## src/rtl/phase_seq_pkg.sv

```systemverilog
// Shared types and defaults for the phase sequencer.
package phase_seq_pkg;

  typedef enum logic [1:0] {
    ST_IDLE  = 2'd0,
    ST_RUN   = 2'd1,
    ST_GAP   = 2'd2,
    ST_FAULT = 2'd3
  } phase_seq_state_t;

  localparam int DEFAULT_NUM_PHASES  = 4;
  localparam int DEFAULT_WDOG_CYCLES = 210_000_000;
  localparam int WDOG_W              = 28;

endpackage

```

## src/rtl/phase_sequencer_rise.sv

```systemverilog
// Registers a level input and flags its 0->1 transitions as single-cycle events.
module rise_detect (
  input  logic clk,
  input  logic rst_n,
  input  logic sig_i,
  output logic rise_o
);

  logic sig_q;

  always_ff @(posedge clk or negedge rst_n) begin
    if (!rst_n) sig_q <= 1'b0;
    else        sig_q <= sig_i;
  end

  assign rise_o = sig_i & ~sig_q;

endmodule

```

## src/rtl/phase_sequencer.sv

```systemverilog
// Steps the interval timer through NUM_PHASES timed phases per started sequence.
// Optional stuck-timer watchdog enabled by defining PHASE_SEQ_WATCHDOG_EN.
module phase_sequencer
  import phase_seq_pkg::*;
#(
  parameter int NUM_PHASES  = DEFAULT_NUM_PHASES,
  parameter int PHASE_W     = $clog2(NUM_PHASES),
  parameter int WDOG_CYCLES = DEFAULT_WDOG_CYCLES
) (
  input  logic               clock,
  input  logic               reset_n,
  input  logic               start,
  input  logic               abort,
  input  logic               done_signal,
  output logic               enable,
  output logic [PHASE_W-1:0] phase,
  output logic               busy,
  output logic               seq_done,
  output logic               fault
);

  localparam logic [PHASE_W-1:0] LAST_PHASE = PHASE_W'(NUM_PHASES - 1);

  if (NUM_PHASES < 2 || NUM_PHASES > 16 || WDOG_CYCLES < 2 ||
      WDOG_CYCLES > (1 << WDOG_W)) begin : g_bad_cfg
    $error("phase_sequencer: illegal parameter set");
  end

  phase_seq_state_t   state_q, state_d;
  logic [PHASE_W-1:0] phase_q, phase_d;
  logic               enable_q, enable_d;
  logic               busy_q, busy_d;
  logic               seq_done_q, seq_done_d;
  logic               expiry;

  rise_detect u_rise (
    .clk    (clock),
    .rst_n  (reset_n),
    .sig_i  (done_signal),
    .rise_o (expiry)
  );

`ifdef PHASE_SEQ_WATCHDOG_EN
  localparam logic [WDOG_W-1:0] WDOG_LAST = WDOG_W'(WDOG_CYCLES - 1);
  logic [WDOG_W-1:0] wdog_q, wdog_d;
  logic              fault_q, fault_d;
`endif

  always_comb begin
    state_d    = state_q;
    phase_d    = phase_q;
    seq_done_d = 1'b0;
`ifdef PHASE_SEQ_WATCHDOG_EN
    wdog_d     = wdog_q;
`endif
    case (state_q)
      ST_IDLE: begin
        if (start) begin
          state_d = ST_RUN;
`ifdef PHASE_SEQ_WATCHDOG_EN
          wdog_d  = '0;
`endif
        end
      end
      ST_RUN: begin
        if (expiry) begin
          if (phase_q == LAST_PHASE) begin
            state_d    = ST_IDLE;
            phase_d    = '0;
            seq_done_d = 1'b1;
          end else begin
            state_d = ST_GAP;
            phase_d = phase_q + PHASE_W'(1);
          end
`ifdef PHASE_SEQ_WATCHDOG_EN
          wdog_d = '0;
        end else if (wdog_q == WDOG_LAST) begin
          state_d = ST_FAULT;
        end else begin
          wdog_d = wdog_q + WDOG_W'(1);
`endif
        end
      end
      // One idle cycle lets the timer counter restart from zero.
      ST_GAP: begin
        state_d = ST_RUN;
`ifdef PHASE_SEQ_WATCHDOG_EN
        wdog_d  = '0;
`endif
      end
      default: ;
    endcase

    if (abort) begin
      state_d    = ST_IDLE;
      phase_d    = '0;
      seq_done_d = 1'b0;
`ifdef PHASE_SEQ_WATCHDOG_EN
      wdog_d     = '0;
`endif
    end

    enable_d = (state_d == ST_RUN);
    busy_d   = (state_d != ST_IDLE);
`ifdef PHASE_SEQ_WATCHDOG_EN
    fault_d  = (state_d == ST_FAULT);
`endif
  end

  always_ff @(posedge clock or negedge reset_n) begin
    if (!reset_n) begin
      state_q    <= ST_IDLE;
      phase_q    <= '0;
      enable_q   <= 1'b0;
      busy_q     <= 1'b0;
      seq_done_q <= 1'b0;
    end else begin
      state_q    <= state_d;
      phase_q    <= phase_d;
      enable_q   <= enable_d;
      busy_q     <= busy_d;
      seq_done_q <= seq_done_d;
    end
  end

`ifdef PHASE_SEQ_WATCHDOG_EN
  always_ff @(posedge clock or negedge reset_n) begin
    if (!reset_n) begin
      wdog_q  <= '0;
      fault_q <= 1'b0;
    end else begin
      wdog_q  <= wdog_d;
      fault_q <= fault_d;
    end
  end

  assign fault = fault_q;
`else
  assign fault = 1'b0;
`endif

  assign enable   = enable_q;
  assign phase    = phase_q;
  assign busy     = busy_q;
  assign seq_done = seq_done_q;

endmodule

```

## config.mk

```make
export PLATFORM = sky130hd
export DESIGN_NAME = phase_sequencer
export DESIGN_NICKNAME = d
export VERILOG_FILES = /design/src/rtl/phase_seq_pkg.sv /design/src/rtl/phase_sequencer_rise.sv /design/src/rtl/phase_sequencer.sv
export SDC_FILE = /design/constraint.sdc
export NUM_CORES = 1
export LEC_CHECK = 0
export ABC_CLOCK_PERIOD_IN_PS = 2800
export BUFFER_PORTS_ARGS = -buffer_cell sky130_fd_sc_hd__buf_2
export CORE_AREA = 2 2 39 41
export CTS_CLUSTER_DIAMETER = 80
export DETAILED_ROUTE_END_ITERATION = 10
export DIE_AREA = 0 0 41 43
export GPL_ROUTABILITY_DRIVEN = 0
export GPL_TIMING_DRIVEN = 0
export SLEW_MARGIN = 20
export SYNTH_ARGS = -nofsm -noshare
export SYNTH_HDL_FRONTEND = slang
export SYNTH_SLANG_ARGS = --single-unit
```

## constraint.sdc

```tcl
create_clock -name clock -period 2.8 [get_ports clock]
set_input_delay 0.84 -clock clock [delete_from_list [all_inputs] [get_ports clock]]
set_output_delay 0.84 -clock clock [all_outputs]
set_load 0.02 [all_outputs]
```

==> flow_summary.yaml <==
layout:
  drive_above_1_share_pct: 35.9
  antenna_cells: 0
  areaGrowthSynthToFinish_pct: 26.2
  postLayoutCoreUtil_pct: 30.5
  final_nets: 47
clocking:
  holdBufCountCts: 0
  clk_pin_slew_worst_paths_ns: 0.05
  cts_tree: "yes"
  postCtsSetupBuffers: 0
  cts_root_buf: "clkbuf_4"
  clock_latency_ns: 0.25
  cts.path.max_buffers: 2
  cts_sinks: 8
  cts_resized: 0
  cts_max_level: 1
  cts-buffers-inserted: 3
timing:
  max_freq_mhz: 601
  slew_violations: 0
  fin_crit_sh_pct: 59.4
  fin_ws_ns: 1.14
  hold_violations: 0
  rsz0062_at_grt: "false"
  period_needed_ns: 1.66
  setup_violations: 0
  fin_worst_skew_ns: 0.00351
  fin_tns_setup_ns: 0
grt:
  grt_pass1_vias: 235
  grt_max_degree: 9
  antenna_found_initial: 0
  grt_pass1_wl_um: 1030
  grt_overflow_total: 0
  gr-usage-all-layers_pct: 9.33
worst_setup_path:
  rr_worst_depth: 3
  setup.worst_path.end: "phase[0]"
  slowest_stage: "dfrtp_1"
  path_buf_inv: 1
  worstPathArrival_ns: 0.82
  path_depth: 1
  reg2reg_to: "phase[1]$_DFFE_PN0P_"
  cp_cell_sequence: "buf_2"
  cpPeakStageDelay_ns: 0.40
  worst_r2r_startpoint: "state_q[1]$_DFF_PN0_"
  required_ns: 1.96
  path_delay_family: "flip-flops"
  cp-startpoint: "phase[0]$_DFFE_PN0P_"
  worstSetupEndpointType: "output port"
  startpoint_type: "flip-flop"
  r2r_slack_ns: 1.68
  crit_type: "flip-flop to output port"
  critPathMaxFanout: 3
floorplan:
  die_width_um: 41
  dieArea_um2: 1760
  rows: 14
  coreArea_um2: 1380
  num_io_pins: 11
  die_y_um: 43
  start_util_pct: 24.1
place:
  portBuffers: 9
  dp_slack_ns: 1.21
routing:
  first_pass_iters: 4
  via_per_inst: 4.20
  routed_wl_um: 592
  drt_iter0_drc: 3
  detail-route-antenna-nets: 0
  via_count: 231
  wl_per_cell_um: 10.8
  drc: 0
worst_hold_path:
  min_path_type: "input port to async pin"
synthesis:
  avgSynthCellArea_um2: 12.4
  ys_seq_area_share_pct: 59.9
  yosysWarningCount: 0
  synth_cell_types: 16
  synth_fp_nets: 33
  ys_ff_latch: 8
  synth_cells: 27
  synth_area_um2: 334
flow_run:
  max-cap-violations: 0
power_and_ir_drop:
  peakVddDrop_mv: 0.269
  p_leak_nw: 0.216
  totalPowerFinal_uw: 238
  power.density_nw_per_um2: 564
status:
  outcome: "complete, no violations"
## cells in the mapped netlist
cell type	count	area, um2
a211oi_1	1	7.51
nand3b_1	1	7.51
nand2_1	1	3.75
and3b_1	1	8.76
dfrtp_1	8	200
nor3_1	2	10.0
nand2b_1	1	6.26
o21bai_1	2	15.0
and4bb_4	1	16.3
conb_1	1	3.75
mux2i_1	1	10.0
buf_4	1	7.51
nor2_1	3	11.3
a21oi_1	1	5.00
xnor2_1	1	8.76
ha_1	1	12.5
## through the flow
stage,hold WS (ns),instances,area (um2)
after floorplan,0.544,27,334
after global routing,0.429,55,422
after global placement,0.537,52,399
final,0.416,55,422
after detailed placement,0.544,52,399
after CTS,0.417,55,422
## cell families (layout without fill, tap and decap cells)
family | Yosys count | in the layout | synth area share (%)
simple gates | 10 | 10 | 19.1
fa+ha+maj | 1 | 1 | 3.74
mux | 1 | 1 | 3.00
xor+xnor | 1 | 1 | 2.62
compound gates | 4 | 4 | 8.24
flops | 8 | 8 | 59.9
other cells | 1 | 1 | 1.12
buf+inv | 1 | 13 | 2.25
## power by group
group	internal, mW	total, mW	switching [mW]
clock network	0.0490	0.0875	0.0385
registers	0.121	0.124	0.00314
logic	0.0112	0.0263	0.0151
total	0.181	0.238	0.0567
## registers in the layout (all words and copies together) (netlist names)
| register | flops |
|---|---|
| phase | 2 |
| state_q | 2 |
| busy | 1 |
| enable | 1 |
| seq_done | 1 |
| u_rise.sig_q | 1 |
## layout by cell type (no fill, tap or decap)
| master | instances |
|---|---|
| a211oi_1 | 1 |
| a21oi_1 | 1 |
| and3b_1 | 1 |
| and4bb_4 | 1 |
| buf_2 | 9 |
| buf_4 | 1 |
| clkbuf_4 | 3 |
| conb_1 | 1 |
| dfrtp_1 | 8 |
| ha_1 | 1 |
| mux2i_1 | 1 |
| nand2_1 | 1 |
| nand2b_1 | 1 |
| nand3b_1 | 1 |
| nor2_1 | 3 |
| nor3_1 | 2 |
| o21bai_1 | 2 |
| xnor2_1 | 1 |
## per-layer routing
metal / GRT usage [%] / wire length [um]
met2: 9.38 / 230
met5: 0 / 0
met1: 13.6 / 262
met3: 7.85 / 88
met4: 4.00 / 10
## worst min-delay path by stage
stage,startpoint,endpoint,slack [ns]
3_3_place_gp,phase[1]$_DFFE_PN0P_,phase[1]$_DFFE_PN0P_,0.54
6_report,reset_n,busy$_DFF_PN0_,0.42
4_1_cts,reset_n,enable$_DFF_PN0_,0.42
2_1_floorplan,reset_n,busy$_DFF_PN0_,0.54
5_1_grt,reset_n,state_q[1]$_DFF_PN0_,0.43
3_5_place_dp,phase[1]$_DFFE_PN0P_,phase[1]$_DFFE_PN0P_,0.54
## area by class of cell
cell class,count,area [um2]
clock buffer,3,22.5
tap,16,20.0
multi-input combinational,18,126
sequential,8,200
fill,143,962
timing repair buffer,9,45.0
buffer,1,7.51
No activity file was read; power rests on OpenSTA's default activity.
